[src/rtl/n1_prog_loader.sv]
// n1_prog_loader: host-side program loader for the n1 core.
// Receives a framed byte stream (count N, then N big-endian 16-bit words),
// writes the words to core RAM addresses 0..N-1 while holding the core in
// reset, then releases the core to run.
//
// Optional feature macro: N1_LOADER_VERIFY_EN
//   When defined, every written word is read back through mem_rdata and
//   compared; a mismatch ends the load with err_code 11.
//
// Ports:
//   clk, rst        clock, synchronous active-high reset
//   s_valid/s_data  host byte stream, s_ready accepts (transfer = valid & ready)
//   load_req        one-cycle pulse, restarts a load from RUN or ERROR
//   mem_addr/mem_wdata/mem_we  core RAM write port (mem_we one-cycle pulse)
//   mem_rdata       core RAM readback (verify build only)
//   cpu_rst_n       core reset, released only in RUN
//   done, err, err_code  status: 01 bad count, 10 timeout, 11 verify mismatch
module n1_prog_loader #(
    parameter int unsigned RAM_WORDS    = 127,
    parameter int unsigned ADDR_W       = 7,
    parameter int unsigned BYTE_TIMEOUT = 1024
) (
    input  logic              clk,
    input  logic              rst,
    input  logic              s_valid,
    input  logic [7:0]        s_data,
    output logic              s_ready,
    input  logic              load_req,
    output logic [ADDR_W-1:0] mem_addr,
    output logic [15:0]       mem_wdata,
    output logic              mem_we,
    input  logic [15:0]       mem_rdata,
    output logic              cpu_rst_n,
    output logic              done,
    output logic              err,
    output logic [1:0]        err_code
);

    localparam int unsigned TMO_W = $clog2(BYTE_TIMEOUT + 1);

    localparam logic [1:0] ERR_NONE  = 2'b00;
    localparam logic [1:0] ERR_COUNT = 2'b01;
    localparam logic [1:0] ERR_TMO   = 2'b10;
`ifdef N1_LOADER_VERIFY_EN
    localparam logic [1:0] ERR_VERIFY = 2'b11;
`endif

    typedef enum logic [2:0] {
        S_HEADER,
        S_HI,
        S_LO,
        S_WRITE,
        S_RUN,
        S_ERROR
`ifdef N1_LOADER_VERIFY_EN
        ,
        S_VER1,
        S_VER2
`endif
    } state_t;

    state_t             state_q, state_d;
    logic [7:0]         hi_q, hi_d;
    logic [ADDR_W-1:0]  last_q, last_d;
    logic [TMO_W-1:0]   tmo_q, tmo_d;
    logic [ADDR_W-1:0]  addr_d;
    logic [15:0]        wdata_d;
    logic [1:0]         err_code_d;
    logic               s_ready_d, we_d, cpu_rst_n_d, done_d, err_d;
    logic               xfer;
    logic               last_word;
    logic               tmo_hit;

    assign xfer      = s_valid & s_ready;
    assign last_word = (mem_addr == last_q);
    assign tmo_hit   = (tmo_q == TMO_W'(BYTE_TIMEOUT - 1));

`ifndef N1_LOADER_VERIFY_EN
    // Readback port exists for pin compatibility only.
    logic unused_rdata;
    assign unused_rdata = ^mem_rdata;
`endif

    // Next-state and next-output logic; outputs are registered from state_d.
    always_comb begin
        state_d    = state_q;
        hi_d       = hi_q;
        last_d     = last_q;
        tmo_d      = tmo_q;
        addr_d     = mem_addr;
        wdata_d    = mem_wdata;
        err_code_d = err_code;

        case (state_q)
            S_HEADER: begin
                tmo_d = '0;
                if (xfer) begin
                    if (s_data == 8'd0 || 32'(s_data) > RAM_WORDS) begin
                        state_d    = S_ERROR;
                        err_code_d = ERR_COUNT;
                    end else begin
                        last_d  = ADDR_W'(s_data - 8'd1);
                        addr_d  = '0;
                        state_d = S_HI;
                    end
                end
            end
            S_HI: begin
                if (xfer) begin
                    hi_d    = s_data;
                    tmo_d   = '0;
                    state_d = S_LO;
                end else if (tmo_hit) begin
                    state_d    = S_ERROR;
                    err_code_d = ERR_TMO;
                end else begin
                    tmo_d = tmo_q + TMO_W'(1);
                end
            end
            S_LO: begin
                if (xfer) begin
                    wdata_d = {hi_q, s_data};
                    tmo_d   = '0;
                    state_d = S_WRITE;
                end else if (tmo_hit) begin
                    state_d    = S_ERROR;
                    err_code_d = ERR_TMO;
                end else begin
                    tmo_d = tmo_q + TMO_W'(1);
                end
            end
            S_WRITE: begin
                tmo_d = '0;
`ifdef N1_LOADER_VERIFY_EN
                state_d = S_VER1;
`else
                if (last_word) begin
                    state_d = S_RUN;
                end else begin
                    addr_d  = mem_addr + ADDR_W'(1);
                    state_d = S_HI;
                end
`endif
            end
`ifdef N1_LOADER_VERIFY_EN
            // First cycle lets the core register its readback of mem_addr.
            S_VER1: state_d = S_VER2;
            S_VER2: begin
                if (mem_rdata != mem_wdata) begin
                    state_d    = S_ERROR;
                    err_code_d = ERR_VERIFY;
                end else if (last_word) begin
                    state_d = S_RUN;
                end else begin
                    addr_d  = mem_addr + ADDR_W'(1);
                    state_d = S_HI;
                end
            end
`endif
            S_RUN: begin
                if (load_req) state_d = S_HEADER;
            end
            S_ERROR: begin
                if (load_req) begin
                    state_d    = S_HEADER;
                    err_code_d = ERR_NONE;
                end
            end
            default: state_d = S_HEADER;
        endcase

        s_ready_d   = (state_d == S_HEADER) || (state_d == S_HI) || (state_d == S_LO);
        we_d        = (state_d == S_WRITE);
        cpu_rst_n_d = (state_d == S_RUN);
        done_d      = (state_d == S_RUN);
        err_d       = (state_d == S_ERROR);
    end

    // State and output registers.
    always_ff @(posedge clk) begin
        if (rst) begin
            state_q   <= S_HEADER;
            hi_q      <= '0;
            last_q    <= '0;
            tmo_q     <= '0;
            s_ready   <= 1'b1;
            mem_addr  <= '0;
            mem_wdata <= '0;
            mem_we    <= 1'b0;
            cpu_rst_n <= 1'b0;
            done      <= 1'b0;
            err       <= 1'b0;
            err_code  <= ERR_NONE;
        end else begin
            state_q   <= state_d;
            hi_q      <= hi_d;
            last_q    <= last_d;
            tmo_q     <= tmo_d;
            s_ready   <= s_ready_d;
            mem_addr  <= addr_d;
            mem_wdata <= wdata_d;
            mem_we    <= we_d;
            cpu_rst_n <= cpu_rst_n_d;
            done      <= done_d;
            err       <= err_d;
            err_code  <= err_code_d;
        end
    end

endmodule

[config.mk]
export PLATFORM = sky130hd
export DESIGN_NAME = n1_prog_loader
export DESIGN_NICKNAME = d
export VERILOG_FILES = /design/src/rtl/n1_prog_loader.sv
export SDC_FILE = /design/constraint.sdc
export NUM_CORES = 1
export LEC_CHECK = 0
export ABC_AREA = 1
export CAP_MARGIN = 20
export CORE_MARGIN = 4
export CORE_UTILIZATION = 53
export CTS_BUF_LIST = sky130_fd_sc_hd__clkbuf_8
export CTS_CLUSTER_SIZE = 30
export DETAILED_ROUTE_END_ITERATION = 16
export HOLD_SLACK_MARGIN = 0.08
export PLACE_DENSITY = 0.83
export SLEW_MARGIN = 10
export SYNTH_ARGS = -nofsm -noshare
export SYNTH_HDL_FRONTEND = slang
export SYNTH_SLANG_ARGS = --single-unit
[constraint.sdc]
create_clock -name clk -period 1.8 [get_ports clk]
set_clock_uncertainty 0.1 [all_clocks]
set_input_delay 0.36 -clock clk [delete_from_list [all_inputs] [get_ports clk]]
set_output_delay 0.36 -clock clk [all_outputs]
set_load 0.01 [all_outputs]
# --- After elaboration in Yosys (flattened, before gate mapping) ---
# Cells that the tools add are included.
# Widths: inputs -> output; s select.
totals:
  register_bits: 58
  out_inout_bits: 30
op_classes:
  add_sub_neg: 3
  magnitude_cmp: 1
  n_eq_ne: 20
  mux: 21
  n_bitwise: 2
  n_reduce_logical: 18
op_table:
  columns: ["op", "n"]
  rows:
  - ["$mux 11", 2]
  - ["$pmux 11 s2", 1]
  - ["$mux 3", 7]
  - ["$mux 7", 3]
  - ["$pmux 3 s5", 1]
  - ["$pmux 7 s2", 1]
  - ["$eq 3x2->1 const B", 4]
  - ["$eq 3x3->1 const B", 4]
  - ["$ne 2x2->1 const B", 6]
  - ["$add 11x1->11 const B", 1]
  - ["$eq 11x10->1 const B", 1]
  - ["$mux 2", 5]
  - ["$gt 8x7->1 const B", 1]
  - ["$logic_not 8->1", 1]
  - ["$add 7x1->7 const B", 1]
  - ["$eq 7x7->1", 1]
  - ["$sub 7x1->7 const B", 1]
  - ["$eq 3x1->1 const B", 2]
  - ["$logic_not 3->1", 2]
  - ["$pmux 2 s3", 1]
  - ["$reduce_and 2->1", 3]
  - ["$reduce_and 6->1", 1]
  - ["$reduce_or 2->1", 3]
  - ["$reduce_and 4->1", 1]
  - ["8 further kinds", 11]

# --- Depth between registers and ports, before layout ---
# Gate-level depths: netlist of the first run.
depth:
  word_depth: 8
  depth_mapped: 11
  depth_no_buf: 11

# --- Least setup slack after synthesis of the first run ---
# OpenSTA, ideal clock, no wires.
synth_path:
  path_type: "register to register"
  from: "reg tmo_q[1]"
  to: "reg tmo_q[6]"
  setup_time_ns: 0.113
  arrival_time_ns: 1.375
  required_time_ns: 1.587
  setup_slack_ns: 0.212
  path_stages_with_launch: 10
  n_path_buf: 1
  synth_period_minus_slack_ns: 1.588
  path_cell_list: "dfxtp_1 ha_1 nand3_1 inv_1 nand3_4 o21ai_4 buf_6 o21bai_1 nand2_1 nor2_1"
synth_between:
  elab_chain_len: 4
  elab_cells_between_ends: 7
synth_rtl:
  columns: ["item", "line_no", "text"]
  rows:
  - ["start, declared", "65", "logic [TMO_W-1:0] tmo_q, tmo_d;"]
  - ["start signal, assigned", "198", "tmo_q <= tmo_d;"]
  - ["$add 11x1->11", "117, 129", null]
  - ["$mux 11", "113, 125", null]
  - ["$mux 11", "121", "if (xfer) begin"]
  - ["$pmux 11 s2", "94", "case (state_q)"]
# Several ways; a longest one is shown, not always the timed one. The select of a mux whose other input is x is not followed.
# A chain may end at the register's enable or synchronous reset.

# --- Final worst setup path of the first run ---
layout_path:
  from: "reg mem_addr[2]"
  to: "out mem_addr[2]"
layout_lines:
  columns: ["item", "line_no", "text"]
  rows:
  - ["start, declared", "29", "output logic [ADDR_W-1:0] mem_addr,"]
  - ["start signal, assigned", "200", "mem_addr <= addr_d;"]
# No word-level cell between the ends.

==> flow_summary.ini, run 1 <==
[worst_setup_path]
r2r_setup_slack_ns = 0.12
max_stage_delay_ns = 0.57
reg2regPathDepth = 9
crit_chain = clkdlybuf4s50_1
cp_slowest_cell = clkdlybuf4s50_1
critPathLaunchType = flip-flop
crit_family = buffers and inverters
critPathBufInv = 1
crit_start = mem_addr[2]
path_max_fanout = 3
endpoint = mem_addr[2]
arrival_ns = 1.30
cp-end-kind = output pin
criticalPathCategory = reg2out
crit_cells = 1
rr_startpoint = tmo_q[0]
required_ns = 1.34
worstReg2RegEnd = done

[finish]
final_common_cell = nand2_1
diodes = 0
finish.utilization = 0.785
drive_gt1_frac = 0.203
nets = 494
fillCellCount = 345
final_cell_mix = nand2_1 (72), nor2_1 (51), dfxtp_1 (48)
syn_to_final_growth_pct = 38.9

[floorplanning]
dieHeight_um = 80.2
ios = 58
die_area_sq_um = 6420
start_util = 0.565
fp-row-count = 25
die_w_um = 80.2
coreArea_sq_um = 4880

[logic_synthesis]
synth_cells = 384
syn_area_sq_um = 2760
synth.distinct_cells = 30
avgSynthCellArea_sq_um = 7.18
ys_seq_area_frac = 0.421
synth_fp_nets = 416
ys_ff_latch = 58
yosysWarnings = 0

[global_routing]
grt_pass1_wl_um = 12600
gr-total-overflow = 0
grt_use_total = 0.247
grt_max_degree = 34
antenna_found_initial = 0
grt_pass1_vias = 2847

[sta]
finalMaxSlewViolations = 0
fmax_ghz = 0.567
worstMarginPinSlew_ns = 0.320
setup_viol = 0
hold_viol = 0
layout_min_cycle_time_ns = 1.76
period_share = 0.979
slew_headroom = 0.786

[routing]
vias = 2897
drtIter0Drc = 268
drc = 0
wl_um = 7520
wl_per_cell_um = 14.1
vias_per_cell = 5.43
first_pass_iters = 5
ant_nets = 0

[power]
peakVddDrop_uv = 618
power_density_nw_per_um2 = 869
power_mw = 3.33
leakage_nw = 1.62

[placement]
dp.final_hpwl_um = 5120
place_congestion = 0.899
port-buffer-count = 41

[clock_tree]
cts_max_level = 3
hold_buffers = 0
clock-root-buffer = clkbuf_8
insertion_delay_ns = 0.34
clkTransAtPathRegs_ns = 0.07
cts_buffer_depth = 2
cts.sinks = 58
cts_tree = done
numCtsBuffers = 9

[flow_run]
cap_violations = 0

[status]
outcome = finished, final reports clean

[worst_hold_path]
hold_path.class = in2reg
-- synthesized netlist by cell type (all sizes together) --
cell type	count	share of area
xnor2	5	0.016
or2	1	0.0023
nor2	58	0.085
nand3b	2	0.0054
nand3	25	0.057
nor3b	2	0.0054
dfxtp	58	0.42
ha	4	0.018
nand4	9	0.020
xor2	6	0.019
nand2	77	0.11
buf	6	0.014
inv	35	0.048
clkbuf	6	0.0086
nor3	6	0.013
o21bai	1	0.0027
o21ai	42	0.082
a21oi	41	0.074
-- layer usage --
metal	wire length, um	vias to the layer above	GRT usage	part of all wire
met4	130	0	0.101	0.017
met5	0	-	0	0
li1	-	1419	-	-
met3	405	14	0.0460	0.054
met2	3810	107	0.427	0.51
met1	3170	1357	0.298	0.42
-- final cells by class --
type,count,area (sq um),area share
inverters,35,131,0.0343
repair buffers,79,754,0.197
clock inverters,6,81.3,0.0212
clock buffers,10,138,0.0359
multi-input cells,279,1470,0.383
well taps,67,83.8,0.0219
flip-flops and latches,58,1180,0.307
-- how the worst min path moves through the flow --
stage                      from           to  slack (ns)  cells after the start
CTS                   last_q[6]    last_q[6]        0.38                      2
floorplan             last_q[3]    last_q[3]        0.34                      2
global placement      last_q[6]    last_q[6]        0.36                      2
global route          s_data[0]    last_q[0]        0.29                      3
finish                s_data[0]    last_q[0]        0.27                      3
detailed placement  err_code[0]  err_code[0]        0.36                      2
-- logic make-up (layout without fill, tap and decap cells) --
logic type,after synthesis,count (layout),share of synthesized area
AOI/OAI and AO/OA,84,84,0.159
and+or+nand+nor,180,180,0.297
xor gates and xnor gates,11,11,0.0349
DFF,58,58,0.421
adders and majority gates,4,4,0.0181
buffers and inverters,47,130,0.0703
-- flip-flops by register name (all words and copies together), names as in the netlist --
name       flops
tmo_q         11
hi_q           8
err_code       2
s_ready        1
err            1
state_q        3
mem_we         1
done           1
mem_wdata     16
last_q         7
mem_addr       7
-- power by group --
part	internal, mW	switching (mW)
combinational	0.265	0.315
sequential	1.35	0.0540
clock	0.807	0.541
-- metrics by stage --
stage | hold WS (ns) | std cells | cell area, sq um | setup slack (ns) | setup TNS [ns]
detailed placement | 0.362 | 515 | 3500 | -0.327 | -6.48
finish | 0.272 | 534 | 3830 | 0.0377 | 0
global placement | 0.356 | 515 | 3500 | -0.260 | -5.12
floorplan | 0.344 | 384 | 2760 | 0.212 | 0
CTS | 0.376 | 531 | 3730 | 0.00252 | 0
global route | 0.287 | 534 | 3830 | -0.0144 | -0.0253
-- what timing repair did --
action / 4_1_cts / 5_1_grt
endpoints found under the setup margin: 4 / 34
setup buffers: 0 / 3
pin swaps: 0 / 4
resized for setup: 4 / 25
(Power assumes the default switching activity.)
==> run 2, diff against run 1 <==
==> constraint.sdc (replaced) <==
create_clock -name clk -period 1.8 [get_ports clk]
set_clock_uncertainty 0.1 [all_clocks]
set_input_delay 0.54 -clock clk [delete_from_list [all_inputs] [get_ports clk]]
set_output_delay 0.54 -clock clk [all_outputs]
set_load 0.01 [all_outputs]
==> run 2 against run 1 <==
Combinational power down 2%. Design area down 1.4%. Total power down 5.5%. Cell count up 0.56%. Global-route usage down 0.50 points. Clock power down 12%. Count of clock-buffer cells in the layout up 1. Wire length down 4.2%.
==> flow_summary.ini, run 2 (synthesis results as in run 1) <==
[status]
outcome = finished, final reports clean

[placement]
port-buffer-count = 41
place_congestion = 0.888
dp.final_hpwl_um = 5060
pre_cts_ws_ns = -0.501
dpl.cell_count = 521
placed_area_sq_um = 3520

[sta]
worst_slack_ns = 0.0172
fmax_ghz = 0.561
setup_viol = 0
holdWs_ns = 0.367
slew_headroom = 0.689
worstMarginPinSlew_ns = 0.465
hold_viol = 0
period_share = 0.990
finalMaxSlewViolations = 0
rsz0062_at_grt = true
layout_min_cycle_time_ns = 1.78

[global_routing]
use_met1 = 0.288
grt_pass1_vias = 2800
grt_pass1_wl_um = 12300
gr-total-overflow = 0
antenna_found_initial = 0
grt_max_degree = 34
grtUsageMet3 = 0.0482
grt_use_total = 0.242
busiest_layer = met2
met2_usage = 0.411

[worst_setup_path]
critPathLaunchType = input port
cp_slowest_cell = clkdlybuf4s50_1
critPathBufInv = 2
crit_path_frequent_cell = nor2_1
cp-end-kind = flip-flop
required_ns = 1.97
crit_family = simple AND/OR/NAND/NOR gates
path_max_fanout = 3
criticalPathCategory = in2reg
crit_chain = clkdlybuf4s50_1, nor2_1, nand3_2, nand3_4, nand2_4, buf_4, nand4_1, nand2_1, nor2_1
arrival_ns = 1.95
max_stage_delay_ns = 0.42

[floorplanning]
dieHeight_um = 80.2
die_area_sq_um = 6420
start_util = 0.565
die_w_um = 80.2
ios = 58
coreArea_sq_um = 4880
fp-row-count = 25

[routing]
drc = 0
wl_um = 7200
wl_per_cell_um = 13.4
drtIter0Drc = 183
vias = 2850
ant_nets = 0
first_pass_iters = 4
vias_per_cell = 5.31

[finish]
final_cell_mix = nand2_1 (71), dfxtp_1 (54), nor2_1 (49)
stdcell_count = 537
seq_area_sq_um = 1170
largest_reg_flops = 16
finalInstanceArea_sq_um = 3780
syn_to_final_growth_pct = 37.0
final_common_cell = nand2_1
multi_input_area_sq_um = 1480
reg_top3 = mem_wdata x16, tmo_q x11, hi_q x8
diodes = 0
finish.utilization = 0.774
drive_gt1_frac = 0.211
top_register = mem_wdata
nets = 499
fillCellCount = 354

[clock_tree]
cts_tree = done
clkTransAtPathRegs_ns = 0.06
clock-root-buffer = clkbuf_8
hold_buffers = 0
cts_max_level = 3
insertion_delay_ns = 0.33
numCtsBuffers = 9
cts_buffer_depth = 2
cts.sinks = 58

[power]
power_density_nw_per_um2 = 833
peakVddDrop_uv = 575
leakage_nw = 1.74

[worst_hold_path]
hold_path.class = reg2reg

[flow_run]
cap_violations = 0
## run 2: cell count changes in the layout (fill, tap and decap cells not counted), moves of 5 or more
| cell | delta |
|---|---|
| clkdlybuf4s50_1 | -30 |
| buf_4 | +6 |
| dlygate4sd2_1 | +32 |
| dfxtp_1 | +6 |
| dfxtp_2 | -5 |
## run 2: stage by stage
stage / total power [mW] / TNS, ns
floorplan: 1.72 / 0
global placement: 1.94 / -13.96
detailed placement: 1.96 / -15.47
CTS: 3.13 / 0
global route: 3.30 / -0.485
finish: 3.15 / 0
## run 2: metal layers
| layer | part of all wire | wire length, um |
|---|---|---|
| met3 | 0.042 | 301 |
| met5 | 0 | 0 |
| met2 | 0.50 | 3580 |
| met4 | 0.029 | 211 |
| met1 | 0.43 | 3100 |
## run 2: worst paths after layout
kind,start,to,slack [ns],depth (start not counted)
min reg2reg,err_code[0],err_code[0],0.37,2
min,err_code[0],err_code[0],0.37,2
max,s_data[4],mem_addr[1],0.02,9
max reg2reg,state_q[2],tmo_q[4],0.05,8
## run 2: cell type report
class,count,share of cell area
Timing Repair Buffer,84,0.192
Inverter,35,0.0348
Clock buffer,11,0.0401
Multi-Input combinational cell,279,0.392
Tap cell,67,0.0222
Clock inverter,3,0.0106
Sequential cell,58,0.309
## run 2: what timing repair did
| item | 4_1_cts | 5_1_grt |
|---|---|---|
| pin swaps | 3 | 3 |
| gates resized for setup | 41 | 17 |
| buffers inserted | 1 | 1 |
| setup endpoints to repair | 52 | 33 |
## run 2: worst min-delay path, cell delays in order (launching register included)
cell,delay (ns)
dfxtp_1,0.31
nand2_1,0.06
a21oi_1,0.05
## run 2: power breakdown
part | internal, mW | switching [mW]
sequential | 1.35 | 0.0506
combinational | 0.245 | 0.321
clock | 0.694 | 0.491
